===== src/rtl/rgmii_tx_clk_pattern_gen.sv =====
// -----------------------------------------------------------------------------
// rgmii_tx_clk_pattern_gen
//
// Produces the 2-bit half-cycle clock-setting word for the ODDR clock
// downsample stage of the RGMII TX path. The downstream stage consumes one
// word every second 250 MHz cycle (ready_i). It emits bit[0] in the first
// cycle and bit[1] in the second. The result is a 125, 25 or 2.5 MHz RGMII
// TX clock with a 50% duty cycle. Speed changes are applied only at period
// boundaries, so the generated clock never glitches.
//
// Ports:
//   clk_i          250 MHz TX clock
//   reset_n_i      asynchronous active-low reset
//   speed_i        requested speed (00=10M, 01=100M, 10/11=1000M), async
//   ready_i        downstream consumes clk_setting_o on this posedge
//   clk_setting_o  half-cycle pattern for the current phase (combinational)
//   tx_strobe_o    one-cycle pulse per generated clock period
//   speed_o        applied speed, normalised (11 reported as 10)
//   mii_mode_o     1 for nibble/SDR modes (10M/100M), 0 for DDR byte mode
// -----------------------------------------------------------------------------
module rgmii_tx_clk_pattern_gen #(
  parameter logic [1:0] init_speed_p  = 2'b10,
  parameter int         sync_stages_p = 2      // must be at least 2
) (
  input  logic       clk_i,
  input  logic       reset_n_i,
  input  logic [1:0] speed_i,
  input  logic       ready_i,
  output logic [1:0] clk_setting_o,
  output logic       tx_strobe_o,
  output logic [1:0] speed_o,
  output logic       mii_mode_o
);

  typedef enum logic [1:0] {
    SPEED_10M   = 2'b00,
    SPEED_100M  = 2'b01,
    SPEED_1000M = 2'b10
  } speed_e;

  // The 11 code is an alias of 1000M. It is folded here so that the state
  // only ever holds one of the three legal speeds.
  function automatic speed_e normalise(input logic [1:0] s);
    return (s == 2'b11) ? SPEED_1000M : speed_e'(s);
  endfunction

  logic [sync_stages_p-1:0][1:0] sync_q;
  logic [1:0]                    speed_s;
  speed_e                        speed_r;
  logic [5:0]                    phase_r;
  logic [5:0]                    last_phase;
  logic                          tx_strobe_r;

  // speed_i is quasi-static. A plain flop chain is enough because a changed
  // value is used only at a period wrap, long after it has settled.
  // NOTE: the synchroniser flops are reset to init_speed_p like ordinary
  // state. If they were left unreset, the first wrap could apply X/garbage.
  always_ff @(posedge clk_i or negedge reset_n_i) begin
    if (!reset_n_i) begin
      for (int i = 0; i < sync_stages_p; i++) sync_q[i] <= init_speed_p;
    end else begin
      // NOTE: non-blocking assignments let each stage sample the previous
      // stage's old value. Blocking assignments here would collapse the chain.
      sync_q[0] <= speed_i;
      for (int i = 1; i < sync_stages_p; i++) sync_q[i] <= sync_q[i-1];
    end
  end

  assign speed_s = sync_q[sync_stages_p-1];

  // Index of the last word in the current period (N-1).
  always_comb begin
    // NOTE: assign a default before the case, so that every path drives the
    // signal and no latch is inferred.
    last_phase = 6'd0;
    case (speed_r)
      SPEED_10M:   last_phase = 6'd49;
      SPEED_100M:  last_phase = 6'd4;
      SPEED_1000M: last_phase = 6'd0;
      default:     last_phase = 6'd0;
    endcase
  end

  // Word decode. In each period, the first N half-cycles are high and the
  // last N are low. Any phase outside the period decodes to 00.
  always_comb begin
    clk_setting_o = 2'b00;
    case (speed_r)
      SPEED_1000M: if (phase_r == 6'd0) clk_setting_o = 2'b01;
      SPEED_100M: begin
        if (phase_r <= 6'd1)      clk_setting_o = 2'b11;
        else if (phase_r == 6'd2) clk_setting_o = 2'b01;
      end
      SPEED_10M:   if (phase_r <= 6'd24) clk_setting_o = 2'b11;
      default:     clk_setting_o = 2'b00;
    endcase
  end

  // The phase advances only when a word is consumed. A new speed is loaded
  // only at the wrap, so a running period always completes at its own speed.
  always_ff @(posedge clk_i or negedge reset_n_i) begin
    if (!reset_n_i) begin
      speed_r     <= normalise(init_speed_p);
      phase_r     <= 6'd0;
      tx_strobe_r <= 1'b0;
    end else begin
      tx_strobe_r <= ready_i && (phase_r == 6'd0);
      if (ready_i) begin
        if (phase_r == last_phase) begin
          phase_r <= 6'd0;
          speed_r <= normalise(speed_s);
        end else begin
          phase_r <= phase_r + 6'd1;
        end
      end
    end
  end

  assign tx_strobe_o = tx_strobe_r;
  assign speed_o     = speed_r;
  assign mii_mode_o  = (speed_r != SPEED_1000M);

endmodule


===== config.mk =====
export PLATFORM = sky130hd
export DESIGN_NAME = rgmii_tx_clk_pattern_gen
export DESIGN_NICKNAME = d
export VERILOG_FILES = /design/src/rtl/rgmii_tx_clk_pattern_gen.sv
export SDC_FILE = /design/constraint.sdc
export NUM_CORES = 1
export LEC_CHECK = 0
export ABC_AREA = 0
export CORE_MARGIN = 2
export CORE_UTILIZATION = 40
export DETAILED_ROUTE_END_ITERATION = 16
export GPL_TIMING_DRIVEN = 0
export PLACE_DENSITY = 0.61
export SETUP_SLACK_MARGIN = 0.05
export SYNTH_ARGS = -nofsm -noshare
export SYNTH_HDL_FRONTEND = slang
export SYNTH_SLANG_ARGS = --single-unit

===== constraint.sdc =====
create_clock -name clk_i -period 1.85 [get_ports clk_i]
set_input_delay 0.555 -clock clk_i [delete_from_list [all_inputs] [get_ports clk_i]]
set_output_delay 0.555 -clock clk_i [all_outputs]
set_load 0.02 [all_outputs]

==> key figures <==
Yosys
  • Area share of xor/xnor cells in the synthesized design: 3.77%
  • Synth area leaders: dfrtp_1 (36%), dfstp_2 (11%), ha_1 (9.0%)
  • Top-count cell post-synth: dfrtp_1
  • Syn nets: 76
  • Post-synthesis adder-cell area fraction: 8.98%
  • Post-Syn Instances: 66
  • EDFF count, synth: 0
  • YS warnings: 0
  • Synth cell count leaders: dfrtp_1 (10), ha_1 (5), nand2_1 (4)
  • Ys async rst share: 100%
  • Synth Area in Compound Gates: 11.1%
  • Main combinational cell family by area after synthesis: simple AND/OR/NAND/NOR gates
  • Post-synthesis register bit count: 13
  • Post-synthesis cell type count: 28
  • Synth area leader: dfrtp_1
  • Post-synthesis sequential area ratio: 47.2%
  • Post-synth top area share: 35.9%
  • Cell Area, Synth: 697 sq um
  • Multiplexer share of the synthesized area: 6.28%
  • Synth Area in Simple Gates: 18.3%
  • Synth Flop Type: dfrtp_1
  • Syn_area_per_cell: 10.6 sq um

Critical path
  • Critical Path End Type: primary output
  • Reg2reg setup slack: 0.05 ns
  • CP max stage delay: 0.43 ns
  • R2R cell count: 6
  • Worst setup SP type: flip-flop
  • Worst path required time: 1.29 ns
  • Worst EP arrival: 1.60 ns
  • Critical path's top delay family: compound AO/OA/AOI/OAI gates
  • Worst r2r dst: speed_o[0]
  • FF-to-FF Start: phase_r[0]
  • WP depth: 6
  • Worst setup path start: phase_r[0]
  • Crit Path Category: reg2out
  • Worst-path maximum fanout: 3
  • Slowest CP cell: dfrtp_2
  • Worst path bufs/invs: 2
  • Setup crit end: clk_setting_o[1]
  • Critical path cell sequence: inv_4 -> ha_4 -> nand2b_4 -> a311o_1 -> a21oi_4 -> buf_6

Run status
  • Failing checks: setup timing
  • Outcome: finished, violations left

CTS
  • CTS tree: yes
  • Post-CTS Hold Buffers: 0
  • Number of CTS-inserted buffers: 3
  • CTS root buffer: clkbuf_4
  • Worst-skew pair later-pin latency: 0.29 ns
  • H-Tree Depth: 1
  • CTS clk-pin slew, worst paths: 0.09 ns
  • CTS sink count: 13
  • CTS max path bufs: 2

Placement
  • Placed insts: 93
  • IO Port Bufs: 10
  • Post-DP HPWL: 864 um
  • Placer Congestion: 0.769

Global routing
  • Vias in the first global route: 487
  • Initial antenna violation count: 0
  • First-pass GRT wire length: 2.15 mm
  • Largest net degree at the start of global routing: 14
  • Gr ovfl total: 0
  • Gr usage total: 14.5%

Hold path
  • Worst Hold Class: reg2reg

STA
  • Clk_skew: 0.00570 ns
  • Pin slew with the least headroom to its limit: 0.605 ns
  • Worst relative slew slack: 59.5%
  • Fmax: 463 MHz
  • Slew Limit Fails: 0
  • Fin crit share: 117%
  • Hold Vio Cnt, Final: 0
  • Fin crit period: 2.16 ns
  • # setup viols final: 2
  • Hold_ws: 0.358 ns
  • Setup WS post-layout: -0.308 ns
  • RSZ-0062 raised after global routing: yes

Die
  • FP Rows: 15
  • Io pins: 11
  • Chip width: 45.7 um
  • Core area: 1690 sq um
  • Initial Util: 41.3%
  • Die Y: 45.7 um
  • Die Area: 2090 sq um

Pwr
  • NetSw: 609 uW
  • Sequential share of power: 32.5%
  • Maximum VDD drop: 671 uV
  • Lkg Pwr: 0.000442 uW
  • Switch share: 39.9%
  • Power share of the clock group: 12.1%
  • Power Internal: 919 uW
  • P per Cell Area: 1510 nW/um^2
  • Logic gate share of total power: 55.4%

Detailed routing
  • Pre-antenna DRT Iters: 4
  • # DRC: 0
  • ANT nets after route: 0
  • DR vias/cell: 5.31
  • Vias: 574
  • DRT Wirelength: 1.45 mm
  • WL/cell: 13.4 um
  • Initial DRC Count: 1

Finish
  • Layout area overhead: 45.1%
  • Layout cells sized above 1: 48.4%
  • Final nets: 102
  • Layout Cells excl Fill: 108
  • Antenna cells: 0

Run
  • Max-cap violations: 0
[area by class of cell]
cell class,count,area (sq um)
Clock inverter,1,5.00
Multi-Input combinational cell,47,404
Sequential cell,13,334
Inverter,2,10.0
Timing Repair Buffer,23,199
Tap cell,17,21.3
Buffer,2,15.0
Clock buffer,3,22.5
Fill cell,143,678
[cells by family (layout without fill, tap and decap cells)]
| logic type | after synthesis | after routing |
|---|---|---|
| flops | 13 | 13 |
| buf+inv | 6 | 31 |
| xor+xnor | 3 | 3 |
| simple gates | 23 | 23 |
| mux | 4 | 4 |
| fa+ha+maj | 5 | 5 |
| compound gates | 12 | 12 |
[routing by layer]
metal | up-vias | GRT usage [%] | routed length, um
li1 | 291 | - | -
met1 | 270 | 19.0 | 679
met2 | 10 | 22.5 | 708
met3 | 3 | 2.38 | 40
met4 | 0 | 8.57 | 23
met5 | - | 0 | 0
[power groups by stage]
stage | combinational [uW] | sequential [uW] | clock, uW
5_1_grt | 911 | 510 | 204
3_5_place_dp | 673 | 455 | 0
2_1_floorplan | 469 | 458 | 0
4_1_cts | 708 | 502 | 187
6_report | 847 | 497 | 184
3_3_place_gp | 671 | 453 | 0
[repair_timing]
item / in CTS / in global routing
hold endpoints to repair: 0 / 0
pin swaps: 5 / 7
resized for setup: 26 / 8
setup buffers: 7 / 6
setup endpoints to repair: 5 / 7
[worst min-delay path by stage]
stage,startpoint,end,slack (ns),cells after the start
floorplan,reset_n_i,phase_r[0],0.26,0
global placement,sync_q[0],speed_s[0],0.33,0
detailed placement,sync_q[0],speed_s[0],0.34,0
CTS,sync_q[0],speed_s[0],0.36,0
global route,sync_q[1],speed_s[1],0.37,0
finish,sync_q[0],speed_s[0],0.36,0
[metrics by stage]
step	setup TNS, ns	instance area [sq um]	util (%)	worst slack (ns)	power [uW]
3_3_place_gp	-1.23	852	50.4	-0.575	1120
3_5_place_dp	-1.21	852	50.4	-0.554	1130
4_1_cts	-0.570	952	56.4	-0.306	1400
6_report	-0.578	1010	59.9	-0.308	1530
5_1_grt	-0.758	1010	59.9	-0.364	1620
2_1_floorplan	0	731	-	0.0401	927
[registers in the layout, summed over array words and instances (netlist names)]
register     cells
speed_s          2
phase_r          6
speed_o          2
tx_strobe_o      1
sync_q           2
[worst register-to-register path, cell delays in order, from the launching register on]
cell,delay (ns)
dfrtp_2,0.43
buf_4,0.15
buf_4,0.13
or3_1,0.29
mux2i_1,0.17
nand4_1,0.19
mux2_2,0.31
[layout by cell type (no fill, tap or decap), drive strengths merged, types with 2 or more instances in the layout]
cell type	netlist	routed
nor2b	2	2
mux2	3	3
a21oi	3	3
nor2	3	3
and3	2	2
inv	2	2
dfrtp	10	10
buf	1	17
dfstp	3	3
nand4	3	3
clkdlybuf4s50	0	5
xnor2	3	3
nand2b	3	3
ha	5	5
nand3	3	3
o21ai	3	3
clkbuf	3	5
nand2	4	4
(Power assumes the default switching activity.)
